## src/rtl/pulse_conditioner.sv

```systemverilog
// rtl/pulse_conditioner.sv - debounced, qualified one-shot conditioner for an external trigger
//
// Purpose:
//   Synchronizes an asynchronous trigger and accepts it only after it has been
//   seen high for FILTER_LEN consecutive synchronized samples. Each accepted
//   pulse produces one registered strobe, followed by a dead time of
//   HOLDOFF_LEN clocks and a wait for the trigger to return low. Accepted and
//   rejected (too short) pulses are counted.
//
// Ports:
//   system_clock      in   single clock, rising edge
//   external_reset_n  in   asynchronous active-low reset, released synchronously
//   enable            in   conditioning enable; low forces IDLE with no strobe
//   raw_pulse         in   unsynchronized external trigger
//   counter_clear     in   synchronous clear of both counters (wins over increments)
//   clean_pulse       out  one-cycle registered strobe per accepted pulse
//   busy              out  high whenever the FSM is not in IDLE
//   pulse_count       out  accepted pulses, wraps
//   rejected_count    out  filter rejections, saturates

module pulse_conditioner #(
  parameter int FILTER_LEN  = 4,
  parameter int HOLDOFF_LEN = 16,
  parameter int COUNT_WIDTH = 16
) (
  input  logic                   system_clock,
  input  logic                   external_reset_n,
  input  logic                   enable,
  input  logic                   raw_pulse,
  input  logic                   counter_clear,
  output logic                   clean_pulse,
  output logic                   busy,
  output logic [COUNT_WIDTH-1:0] pulse_count,
  output logic [COUNT_WIDTH-1:0] rejected_count
);

  typedef enum logic [1:0] {
    IDLE     = 2'd0,
    QUALIFY  = 2'd1,
    HOLDOFF  = 2'd2,
    WAIT_LOW = 2'd3
  } state_t;

  localparam logic [7:0]  FILT_TGT  = 8'(FILTER_LEN);
  localparam logic [15:0] HOLD_LAST = (HOLDOFF_LEN > 0) ? 16'(HOLDOFF_LEN - 1) : 16'd0;
  // With no dead time the FSM skips HOLDOFF entirely.
  localparam state_t      POST_ACCEPT = (HOLDOFF_LEN == 0) ? WAIT_LOW : HOLDOFF;
  localparam logic [COUNT_WIDTH-1:0] CNT_MAX = '1;

  state_t            state;
  state_t            state_next;
  logic              sync_meta;
  logic              sync_level;
  logic              run;
  logic [7:0]        filt_cnt;
  logic [7:0]        filt_next;
  logic [15:0]       hold_cnt;
  logic [15:0]       hold_next;
  logic              accept;
  logic              reject;
  logic              strobe_next;

  // Two-flop synchronizer for the trigger, plus a release flag: reset is
  // released on the first edge after deassertion, so FSM decisions begin on
  // the second edge and never race the asynchronous release.
  always_ff @(posedge system_clock or negedge external_reset_n) begin
    if (!external_reset_n) begin
      sync_meta  <= 1'b0;
      sync_level <= 1'b0;
      run        <= 1'b0;
    end else begin
      sync_meta  <= raw_pulse;
      sync_level <= sync_meta;
      run        <= 1'b1;
    end
  end

  // State register, working counters and the registered strobe.
  always_ff @(posedge system_clock or negedge external_reset_n) begin
    if (!external_reset_n) begin
      state       <= IDLE;
      filt_cnt    <= 8'd0;
      hold_cnt    <= 16'd0;
      clean_pulse <= 1'b0;
    end else begin
      state       <= state_next;
      filt_cnt    <= filt_next;
      hold_cnt    <= hold_next;
      clean_pulse <= strobe_next;
    end
  end

  // Next-state logic.
  always_comb begin
    state_next = state;
    filt_next  = filt_cnt;
    hold_next  = hold_cnt;
    accept     = 1'b0;
    reject     = 1'b0;
    if (!run || !enable) begin
      // Disable abandons any activity silently: no strobe, no rejection.
      state_next = IDLE;
      filt_next  = 8'd0;
      hold_next  = 16'd0;
    end else begin
      case (state)
        IDLE: begin
          if (sync_level) begin
            if (FILTER_LEN == 1) begin
              accept     = 1'b1;
              state_next = POST_ACCEPT;
              filt_next  = 8'd0;
            end else begin
              state_next = QUALIFY;
              filt_next  = 8'd1;
            end
          end
        end
        QUALIFY: begin
          if (!sync_level) begin
            reject     = 1'b1;
            state_next = IDLE;
            filt_next  = 8'd0;
          end else if (filt_cnt + 8'd1 == FILT_TGT) begin
            accept     = 1'b1;
            state_next = POST_ACCEPT;
            filt_next  = 8'd0;
          end else begin
            filt_next = filt_cnt + 8'd1;
          end
        end
        HOLDOFF: begin
          // hold_cnt enters at 0, so the state lasts exactly HOLDOFF_LEN cycles.
          if (hold_cnt == HOLD_LAST) begin
            state_next = WAIT_LOW;
            hold_next  = 16'd0;
          end else begin
            hold_next = hold_cnt + 16'd1;
          end
        end
        WAIT_LOW: begin
          if (!sync_level) begin
            state_next = IDLE;
          end
        end
        default: begin
          state_next = IDLE;
          filt_next  = 8'd0;
          hold_next  = 16'd0;
        end
      endcase
    end
  end

  // Output logic.
  always_comb begin
    busy        = (state != IDLE);
    strobe_next = accept;
  end

  // Event counters: clear has priority over any increment in the same cycle.
  always_ff @(posedge system_clock or negedge external_reset_n) begin
    if (!external_reset_n) begin
      pulse_count    <= '0;
      rejected_count <= '0;
    end else if (counter_clear) begin
      pulse_count    <= '0;
      rejected_count <= '0;
    end else begin
      if (accept) begin
        pulse_count <= pulse_count + 1'b1;
      end
      if (reject && (rejected_count != CNT_MAX)) begin
        rejected_count <= rejected_count + 1'b1;
      end
    end
  end

endmodule

```

## config.mk

```make
export PLATFORM = sky130hd
export DESIGN_NAME = pulse_conditioner
export DESIGN_NICKNAME = d
export VERILOG_FILES = /design/src/rtl/pulse_conditioner.sv
export SDC_FILE = /design/constraint.sdc
export NUM_CORES = 1
export LEC_CHECK = 0
export CAP_MARGIN = 5
export CORE_UTILIZATION = 46
export CTS_BUF_LIST = sky130_fd_sc_hd__clkbuf_16
export CTS_CLUSTER_SIZE = 10
export DETAILED_ROUTE_END_ITERATION = 16
export PLACE_DENSITY = 0.77
export SKIP_LAST_GASP = 1
export SYNTH_ARGS = -nofsm -noshare
export SYNTH_HDL_FRONTEND = slang
export SYNTH_SLANG_ARGS = --single-unit
export TNS_END_PERCENT = 10
```

## constraint.sdc

```tcl
create_clock -name system_clock -period 3.28 [get_ports system_clock]
set_input_delay 0.984 -clock system_clock [delete_from_list [all_inputs] [get_ports system_clock]]
set_output_delay 0.984 -clock system_clock [all_outputs]
set_load 0.01 [all_outputs]
```

### Word level (Yosys, flattened, before mapping)

Cells that the tools add are included.

* input port bits: 5
* register bits: 62
* output and inout bits: 34
* memories kept: 0
* RAM bits: 0
* ROM bits: 0
* bits in latches: 0

* reduce and logical (&&, ||, !) cells: 12
* bitwise logic cells: 0
* add/subtract/negate cells: 4
* div/mod/pow operators: 0
* eq/ne operators: 10
* $lt $le $gt $ge: 0
* shift operators: 0
* $mul: 0
* muxes and demuxes: 26

Operator list (count)
* 2-to-1 mux 16 bit: 7
* adder 16 x 1 -> 16 bit, second input constant: 3
* 2-to-1 mux 8 bit: 4
* == test 16 x 4 -> 1 bit, second input constant: 1
* inequality test 16 bit, second input constant: 1
* one-hot mux 8 bit (2 select lines): 1
* 2-to-1 mux 2 bit: 6
* inequality test 3 bit, second input constant: 3
* adder 8 x 1 -> 8 bit, second input constant: 1
* == test 8 x 3 -> 1 bit, second input constant: 1
* one-hot mux 2 bit (4 select lines): 1
* nonzero test 2 bit: 4
* 2-to-1 mux 1 bit: 7
* == test 2 bit, second input constant: 2
* inequality test 4 bit, second input constant: 1
* AND reduction 4 bit: 1
* nonzero test 3 bit: 1
* == test 2 x 1 -> 1 bit, second input constant: 1
* zero test 1 bit: 2
* zero test 2 bit: 1
* AND reduction 2 bit: 1
* logical AND 1 bit: 1
* logical OR 1 bit: 1

### Depth between registers and ports, before layout

Gate-level depths: netlist of the first run.

* depth in word-level cells: 8
* depth in mapped cells: 8

### Worst setup path after synthesis of the first run

No wires, ideal clock.

* kind: input-to-reg
* start point: input port enable
* end point: register hold_cnt[15]
* cell stages on the path: 7
* buffers on the path: 2
* setup slack: 864 ps
* data required time: 3211 ps
* library setup time: 69 ps
* data arrival time: 2347 ps
* cell sequence: and2_1 clkbuf_1 nand2_1 or2_2 clkbuf_1 or4_1 nand3_1

* word-level cells in the longest chain between the ends: 3

RTL lines
* start, declared: line 28 `input logic enable,`
* zero test 1 bit *: line 100 `if (!run || !enable) begin`
* logical OR 1 bit *: line 100
* 2-to-1 mux 16 bit or nonzero test 2 bit (tied branches)
* end signal, assigned: line 88 `hold_cnt <= hold_next;`
* end, declared: line 57 `logic [15:0] hold_cnt;`

Mark *: on every way between the ends. The rest lies on a longest branch, timed or not.
A chain may end at the register's enable or synchronous reset.

### Final worst setup path of the first run

* start point: input port enable
* end point: register pulse_count[15]

* word-level cells in the longest chain between the ends: 4

RTL lines
* zero test 1 bit: line 100
* logical OR 1 bit: line 100
* 2-to-1 mux 1 bit: line 100
* nonzero test 2 bit (no line)
* end signal, assigned: line 171 `pulse_count <= pulse_count + 1'b1;`
* end, declared: line 33 `output logic [COUNT_WIDTH-1:0] pulse_count,`

Every way passes these cells.

==> metrics.yaml, run 1 <==
worst_slew_pin_slew_ns: 0.769
synth_edf_count: 0
critical_path.n_buffers_inverters: 1
final_cell_area_sq_um: 4060
setup_total_negative_slack_ns: 0
pwr_dens_nw_per_um2: 421
finalWorstSetupSlack_ns: 0.530
critical_path_cell_count: 6
routabilityCongestion: 0.847
track_usage_pct: 20.6
tritoncts.num_buffers: 9
antenna_left: 0
critical_path.cell_chain: "clkdlybuf4s50_1 -> and2_1 -> and3_1 -> o2111ai_1 -> or3_1 -> a21oi_1"
mappedNetlistNets: 372
clk-insertion-delay-late_ns: 0.33
flow.area_growth_from_synthesis_pct: 22.4
hold_viol: 0
power_switching_mw: 0.353
postPlaceCellArea_sq_um: 3780
n_antenna_cell: 0
chipHeight_microns: 86.9
grt_max_degree: 27
cp.required_ns: 3.53
postSynthAreaPerCell_sq_um: 9.15
reg2reg_from: "filt_cnt[0]"
detail_route.drc_violations: 0
initial_antenna_violation_count: 0
grt_pass1_wl_microns: 12100
grt_pass1_vias: 2639
max_stage_delay_ns: 0.49
p_total_mw: 1.71
tritoncts: "built"
layout_worst_path_cycle_share_pct: 83.8
vdd_ir_drop_max_uv: 267
max_slew_margin_pct: 48.4
r2r_end: "pulse_count[15]"
final.min_clock_period_ns: 2.75
die_w_microns: 86.9
io_buffers: 38
synth-seq-cells: 62
category_of_the_critical_setup_timing_path: "input port to register"
min_to: "sync_level"
ctsHoldBuffers: 0
first_pass_iters: 4
nFillCells: 587
totalWireLength_microns: 7030
io_pins: 39
rows: 30
crit_path_top_delay_cell: "sky130_fd_sc_hd__clkdlybuf4s50_1"
power.combinational.fraction_pct: 2.7
timing.reg2reg.worst_path_depth: 6
final-max-slew-violation-count: 0
power_switching_share_pct: 20.7
outcome: "finished, final reports clean"
clockPowerShare_pct: 52.1
post-cts-setup-buffers: 0
rsz0062_at_grt: "no"
design.core.area_sq_um: 6870
cts_max_level: 3
element_type_at_the_critical_path_start: "input port"
start_util_pct: 48.2
setup-violations-final: 0
synth_top_flop_cell: "sky130_fd_sc_hd__dfrtp_1"
initialDrtViolationCount: 133
min_delay_path_depth: 0
vias_per_cell: 5.64
seqPwrFrac_pct: 45.3
dp.final_hpwl_microns: 4910
netlist-cell-type-count: 51
clk_path_buf_depth: 2
reg2reg_setup_slack_ns: 0.93
fin_worst_skew_ns: 0.00719
layout-drive-gt1-share_pct: 7.16
floorplan_die_area_sq_um: 7550
timing.critical_path.arrival_ns: 3.00
cp_top_family: "simple AND/OR/NAND/NOR gates"
min-delay-path-class: "register to register"
power.internal_mw: 1.36
total_leakage_power_nw: 1.68
syn-cell-area_sq_um: 3310
syn_inst: 362
gr-total-overflow: 0
maxCapViolCount: 0
async_reset_ff_share_pct: 100
wire_per_inst_microns: 14.0
maxClockFrequency_mhz: 364
final_nets: 411
timing.hold.worst.start: "sync_meta"
post_cts.resized_instances: 0
yosysWarnings: 0
portion_of_the_post_synthesis_area_used_by_sequential_elements_pct: 46.8
cts_root_buf: "sky130_fd_sc_hd__clkbuf_16"
hold_slack_ns: 0.344
worst-path-max-fanout: 11
place_ws_ns: 0.215
timing.critical_path.to_type: "register"
clock_sinks: 62
clk_pin_slew_ns: 0.05
via_count: 2828
==> Yosys cell counts, types with 11 or more instances <==
library cell	count	area share, %
sky130_fd_sc_hd__or3_1	14	2.6
sky130_fd_sc_hd__dfrtp_1	62	47
sky130_fd_sc_hd__nand3_1	21	3.2
sky130_fd_sc_hd__a21oi_1	23	3.5
sky130_fd_sc_hd__inv_1	11	1.2
sky130_fd_sc_hd__nand2_1	33	3.7
sky130_fd_sc_hd__o21ai_0	22	3.3
sky130_fd_sc_hd__xor2_1	14	3.7
sky130_fd_sc_hd__nand4_1	12	2.3
sky130_fd_sc_hd__nor2_1	34	3.9
==> area by class of cell <==
type,instances,area [sq um],area share [%]
Multi-Input combinational cell,274,1650,40.7
Sequential cell,62,1550,38.2
Timing Repair Buffer,43,413,10.2
Clock buffer,9,225,5.55
Tap cell,96,120,2.96
Clock inverter,6,53.8,1.33
Inverter,11,41.3,1.02
==> worst max path at each step <==
stage	start	endpoint	slack (ns)
6_report	enable	pulse_count[15]	0.53
5_1_grt	enable	pulse_count[13]	0.38
4_1_cts	enable	pulse_count[15]	0.55
3_5_place_dp	enable	pulse_count[15]	0.21
3_3_place_gp	enable	pulse_count[15]	0.29
2_1_floorplan	enable	hold_cnt[15]	0.86
==> flip-flops by register name, indices dropped and copies added (netlist names) <==
register,cells
clean_pulse,1
run,1
rejected_count,16
filt_cnt,8
hold_cnt,16
sync_meta,1
sync_level,1
state,2
pulse_count,16
==> power groups by stage <==
| stage | Sequential, mW | Combinational [mW] | Clock, mW |
|---|---|---|---|
| CTS | 0.773 | 0.0475 | 0.910 |
| detailed placement | 0.786 | 0.0472 | 0 |
| finish | 0.774 | 0.0458 | 0.890 |
| global placement | 0.786 | 0.0466 | 0 |
| global route | 0.774 | 0.0523 | 0.944 |
| floorplan | 0.784 | 0.0204 | 0 |
==> worst reg2reg max path: cells and delay by family (launching register included) <==
family                     cells  cell delay (ns)
DFF                            1             0.44
and+or+nand+nor                2             0.95
adders and majority gates      1             0.18
AOI/OAI and AO/OA              3             0.70
==> routing by layer <==
layer  track usage (%)  vias to the layer above  part of all wire [%]
li1                  -                     1395                     -
met1              27.1                     1359                    47
met2              32.1                       66                    48
met3              5.40                        8                   4.1
met4              8.64                        0                   1.2
met5                 0                        -                     0
==> per-stage QoR <==
stage | instances | util [%]
2_1_floorplan | 362 | -
3_5_place_dp | 486 | 55.0
5_1_grt | 501 | 59.1
4_1_cts | 501 | 59.1
3_3_place_gp | 486 | 55.0
6_report | 501 | 59.1
==> cells in the final DEF (no fill, tap or decap), drive strengths merged, types with 2 or more instances in the layout <==
| cell type | synthesis | routed |
|---|---|---|
| nor4 | 3 | 3 |
| nor2 | 34 | 34 |
| ha | 5 | 5 |
| xnor2 | 2 | 2 |
| nand2 | 33 | 33 |
| clkinv | 0 | 4 |
| or3 | 14 | 14 |
| buf | 5 | 6 |
| nand4b | 3 | 3 |
| o21ai | 23 | 23 |
| nor3 | 10 | 10 |
| a31oi | 10 | 10 |
| o2111ai | 4 | 4 |
| a211oi | 2 | 2 |
| o21a | 7 | 7 |
| o21ba | 2 | 2 |
| and2 | 6 | 6 |
| or2 | 2 | 2 |
| nor2b | 2 | 2 |
| a21o | 6 | 6 |
| nand3 | 21 | 21 |
| xor2 | 14 | 14 |
| nand4 | 12 | 12 |
| and4 | 3 | 3 |
| a21oi | 24 | 24 |
| clkdlybuf4s50 | 0 | 37 |
| nand2b | 2 | 2 |
| and3 | 8 | 8 |
| mux2i | 2 | 2 |
| or4 | 3 | 3 |
| inv | 11 | 11 |
| clkbuf | 10 | 9 |
| o211ai | 5 | 5 |
| dfrtp | 62 | 62 |
==> cells by family (layout without fill, tap and decap cells) <==
| family | count (synthesis) | count (layout) | share of synthesized area, % |
|---|---|---|---|
| muxes | 2 | 2 | 0.604 |
| AOI/OAI and AO/OA | 91 | 91 | 18.1 |
| buffers and inverters | 26 | 69 | 3.32 |
| other | 1 | 1 | 0.113 |
| and+or+nand+nor | 159 | 159 | 24.9 |
| adders and majority gates | 5 | 5 | 1.89 |
| DFF | 62 | 62 | 46.8 |
| xor gates and xnor gates | 16 | 16 | 4.23 |
(Power assumes the default switching activity.)
==> run 2: changes to the inputs <==
Settings changed: PLACE_DENSITY 0.77 to 0.79.
Clock period 3.28 ns to 2.2 ns, I/O delays scaled along.
==> metrics.yaml, run 2 (same netlist as run 1, synthesis figures left out) <==
maxCapViolCount: 0
top_library_cells_by_usage_in_the_layout_fill_and_taps_aside: "sky130_fd_sc_hd__dfrtp_1, sky130_fd_sc_hd__clkdlybuf4s50_1, sky130_fd_sc_hd__nor2_1, sky130_fd_sc_hd__nand2_1, sky130_fd_sc_hd__buf_4"
worst-path-max-fanout: 11
cts_max_level: 3
clockPowerShare_pct: 54.4
layout_worst_path_cycle_share_pct: 96.8
route.met2.wl_microns: 3760
wire_per_inst_microns: 14.4
gr-total-overflow: 0
maxClockFrequency_mhz: 470
flow.area_growth_from_synthesis_pct: 30.2
clock_sinks: 62
placed_cells: 512
chipHeight_microns: 86.9
instances_no_fill: 528
io_buffers: 38
antenna_left: 0
route.met3.wl_microns: 217
start_util_pct: 48.2
final-max-slew-violation-count: 0
rsz0062_at_grt: "yes"
cts_root_buf: "sky130_fd_sc_hd__clkbuf_16"
via_count: 2999
floorplan_die_area_sq_um: 7550
initial_antenna_violation_count: 0
initialDrtViolationCount: 113
n_antenna_cell: 0
setup-violations-final: 0
detail_route.drc_violations: 0
element_type_at_the_critical_path_start: "input port"
mostFrequentLayoutCell: "sky130_fd_sc_hd__dfrtp_1"
clk-insertion-delay-late_ns: 0.33
power_switching_share_pct: 20.5
track_usage_pct: 22.5
fin_worst_skew_ns: 0.00866
clk_pin_slew_ns: 0.06
tritoncts.num_buffers: 9
hold_viol: 0
grt_max_degree: 63
grt_pass1_wl_microns: 13200
io_pins: 39
total_leakage_power_nw: 1.84
min-delay-path-class: "input port to asynchronous set/reset pin"
routabilityCongestion: 0.854
layout-drive-gt1-share_pct: 13.2
final.min_clock_period_ns: 2.13
design.core.area_sq_um: 6870
category_of_the_critical_setup_timing_path: "input port to register"
timing.critical_path.arrival_ns: 2.38
seqPwrFrac_pct: 42.7
setup_total_negative_slack_ns: 0
first_pass_iters: 4
tritoncts: "built"
power.internal_mw: 2.15
final_nets: 437
die_w_microns: 86.9
totalWireLength_microns: 7600
route.layer.met1.wl_microns: 3490
grt_pass1_vias: 2837
highest-signal-layer: "met4"
largest_registers: "hold_cnt x16, pulse_count x16, rejected_count x16"
ctsHoldBuffers: 0
rows: 30
timing.critical_path.to_type: "register"
power.combinational.fraction_pct: 2.9
vias_per_cell: 5.68
clk_path_buf_depth: 2
vdd_ir_drop_max_uv: 406
pwr_dens_nw_per_um2: 626
outcome: "finished, final reports clean"
power_switching_mw: 0.554
cp.required_ns: 2.45
dp.final_hpwl_microns: 5250
-- run 2: per-layer routing --
layer	GRT usage [%]	vias up
li1	-	1447
met1	29.2	1485
met2	35.9	58
met3	4.08	9
met4	11.8	0
met5	0	-
-- run 2: final timing paths --
check | startpoint | endpoint | slack (ns) | cells after the start
max | enable | pulse_count[15] | 0.07 | 7
min | external_reset_n | rejected_count[15] | 0.33 | 2
max reg2reg | filt_cnt[1] | pulse_count[14] | 0.10 | 6
min reg2reg | sync_meta | sync_level | 0.36 | 0
max in group asynchronous | external_reset_n | state[1] | 1.59 | 2
min in group system_clock | sync_meta | sync_level | 0.36 | 0
-- run 2: critical path, stage by stage --
cell and delay, ns:
sky130_fd_sc_hd__clkdlybuf4s50_1 0.48, sky130_fd_sc_hd__and2_1 0.17, sky130_fd_sc_hd__and3_1 0.27, sky130_fd_sc_hd__o2111ai_1 0.14, sky130_fd_sc_hd__buf_4 0.19, sky130_fd_sc_hd__or3_1 0.34
sky130_fd_sc_hd__a21oi_1 0.14
-- run 2: cell type report --
| cell class | count | area, sq um |
|---|---|---|
| inverters | 11 | 41.3 |
| repair buffers | 69 | 619 |
| well taps | 96 | 120 |
| clock buffers | 9 | 225 |
| multi-input cells | 274 | 1680 |
| flip-flops and latches | 62 | 1550 |
| fillers | 575 | 2550 |
| clock inverters | 7 | 80.1 |
-- run 2: timing repair --
action,in CTS,in global routing
setup buffers,0,0
endpoints found under the setup margin,1,14
resized for setup,2,3
-- run 2: power groups by stage --
stage	logic, mW	clock network [mW]	registers (mW)
after floorplan	0.0304	0	1.17
after global placement	0.0787	0	1.17
after detailed placement	0.0804	0	1.17
after CTS	0.0799	1.49	1.15
after global routing	0.0905	1.54	1.15
final	0.0794	1.47	1.15
-- run 2: metrics by stage --
stage	area (sq um)	worst slack [ns]	hold WS (ns)	total power [mW]	util, %
floorplan	3310	0.108	0.331	1.20	-
global placement	3990	-0.241	0.333	1.25	58.0
detailed placement	3990	-0.289	0.354	1.25	58.0
CTS	4290	0.0480	0.350	2.72	62.5
global route	4320	-0.0359	0.370	2.78	62.8
finish	4320	0.0714	0.329	2.70	62.8
==> run 3: changes to the inputs <==
Settings changed: CORE_MARGIN set to 10.
==> metrics.yaml, run 3 (same netlist as run 1, synthesis figures left out) <==
seqPwrFrac_pct: 44.7
pwr_dens_nw_per_um2: 599
clk_pin_slew_ns: 0.05
grt_pass1_vias: 2929
vias_per_cell: 5.63
track_usage_pct: 14.6
reg2reg_from: "filt_cnt[1]"
clock_sinks: 62
timing.reg2reg.worst_path_depth: 7
critical_path.cell_chain: "clkdlybuf4s50_1 -> and2_1 -> buf_4 -> nand2_1 -> or2_2 -> or4_1 -> nand3_1"
largest_registers: "hold_cnt x16, pulse_count x16, rejected_count x16"
tritoncts.num_buffers: 9
post-cts-setup-buffers: 0
element_type_at_the_critical_path_start: "input port"
top_library_cells_by_usage_in_the_layout_fill_and_taps_aside: "sky130_fd_sc_hd__dfrtp_1, sky130_fd_sc_hd__clkdlybuf4s50_1, sky130_fd_sc_hd__buf_4, sky130_fd_sc_hd__nor2_1, sky130_fd_sc_hd__nand2_1"
setup-violations-final: 0
total_leakage_power_nw: 1.84
mostFrequentLayoutCell: "sky130_fd_sc_hd__dfrtp_1"
power_switching_mw: 0.544
category_of_the_critical_setup_timing_path: "input port to register"
clockPowerShare_pct: 52.1
design.core.area_sq_um: 6910
hold_viol: 0
critical_path.n_buffers_inverters: 2
power.internal_mw: 2.03
via_count: 2992
io_pins: 39
cp.required_ns: 2.45
ctsHoldBuffers: 0
final.min_clock_period_ns: 2.16
grt.met2_usage_pct: 24.3
final_nets: 442
final-max-slew-violation-count: 0
grt_max_degree: 22
grt_pass1_wl_microns: 13800
gr-usage-met1_pct: 17.9
reg2reg_setup_slack_ns: 0.09
detail_route.drc_violations: 0
die_w_microns: 105
floorplan_die_area_sq_um: 11000
gr-total-overflow: 0
layout-drive-gt1-share_pct: 14.7
flow.area_growth_from_synthesis_pct: 29.9
postPlaceCellArea_sq_um: 4020
n_antenna_cell: 0
rows: 30
outcome: "finished, final reports clean"
totalWireLength_microns: 7880
power_switching_share_pct: 21.1
routabilityCongestion: 0.855
io_buffers: 38
placed_cells: 517
timing.critical_path.to_type: "register"
cts_root_buf: "sky130_fd_sc_hd__clkbuf_16"
instances_no_fill: 531
chipHeight_microns: 105
min-delay-path-class: "input port to asynchronous set/reset pin"
nFillCells: 593
maxCapViolCount: 0
grt_util_met3_pct: 3.13
crit_path_top_delay_cell: "sky130_fd_sc_hd__or4_1"
vdd_ir_drop_max_uv: 419
initialDrtViolationCount: 190
final_cell_area_sq_um: 4300
antenna_left: 0
clk_path_buf_depth: 2
dp.final_hpwl_microns: 5720
max_stage_delay_ns: 0.50
cts_max_level: 3
cp_top_family: "simple AND/OR/NAND/NOR gates"
tritoncts: "built"
grt-busiest-layer: "met2"
first_pass_iters: 4
hold_slack_ns: 0.261
start_util_pct: 48.0
layout_worst_path_cycle_share_pct: 98.2
wire_per_inst_microns: 14.8
r2r_end: "pulse_count[15]"
initial_antenna_violation_count: 0
timing.critical_path.arrival_ns: 2.41
setup_total_negative_slack_ns: 0
fin_worst_skew_ns: 0.00943
worst-path-max-fanout: 6
power.combinational.fraction_pct: 3.2
clk-insertion-delay-late_ns: 0.32
maxClockFrequency_mhz: 463
rsz0062_at_grt: "yes"
[run 3: per-layer routing]
layer  up-vias  share of wire, %
met3        13               3.9
met4         0               1.6
met2        57                49
li1       1459                 -
met5         -                 0
met1      1463                45
[run 3: cell type report]
type | instances | area [sq um] | share of cell area (%)
Clock inverter | 5 | 53.8 | 1.25
Multi-Input combinational cell | 274 | 1650 | 38.4
Timing Repair Buffer | 74 | 657 | 15.3
Tap cell | 96 | 120 | 2.79
Inverter | 11 | 41.3 | 0.959
Sequential cell | 62 | 1550 | 36.1
Clock buffer | 9 | 225 | 5.23
[run 3: how the worst max path moves through the flow]
stage	cells after the start	end	slack (ns)	start
finish	7	hold_cnt[15]	0.04	enable
CTS	6	state[0]	0.03	hold_cnt[7]
floorplan	7	hold_cnt[15]	0.11	enable
global placement	7	hold_cnt[15]	-0.20	enable
detailed placement	7	pulse_count[3]	-0.31	enable
global route	7	pulse_count[13]	-0.05	filt_cnt[1]
[run 3: per-stage QoR]
step	utilization, %	power (mW)	setup slack, ns
finish	62.3	2.58	0.0390
CTS	62.3	2.60	0.0273
global placement	58.2	1.25	-0.199
floorplan	-	1.20	0.108
detailed placement	58.2	1.26	-0.308
global route	62.3	2.66	-0.0456
[run 3: timing repair]
action,CTS,global route
gates resized for setup,3,1
pin swaps,0,1
setup endpoints to repair,1,16
[run 3: power groups by stage]
stage | Sequential (mW) | Clock [mW] | Combinational [mW]
floorplan | 1.17 | 0 | 0.0304
global placement | 1.17 | 0 | 0.0832
detailed placement | 1.17 | 0 | 0.0842
CTS | 1.15 | 1.36 | 0.0842
global route | 1.15 | 1.42 | 0.0922
finish | 1.15 | 1.34 | 0.0826
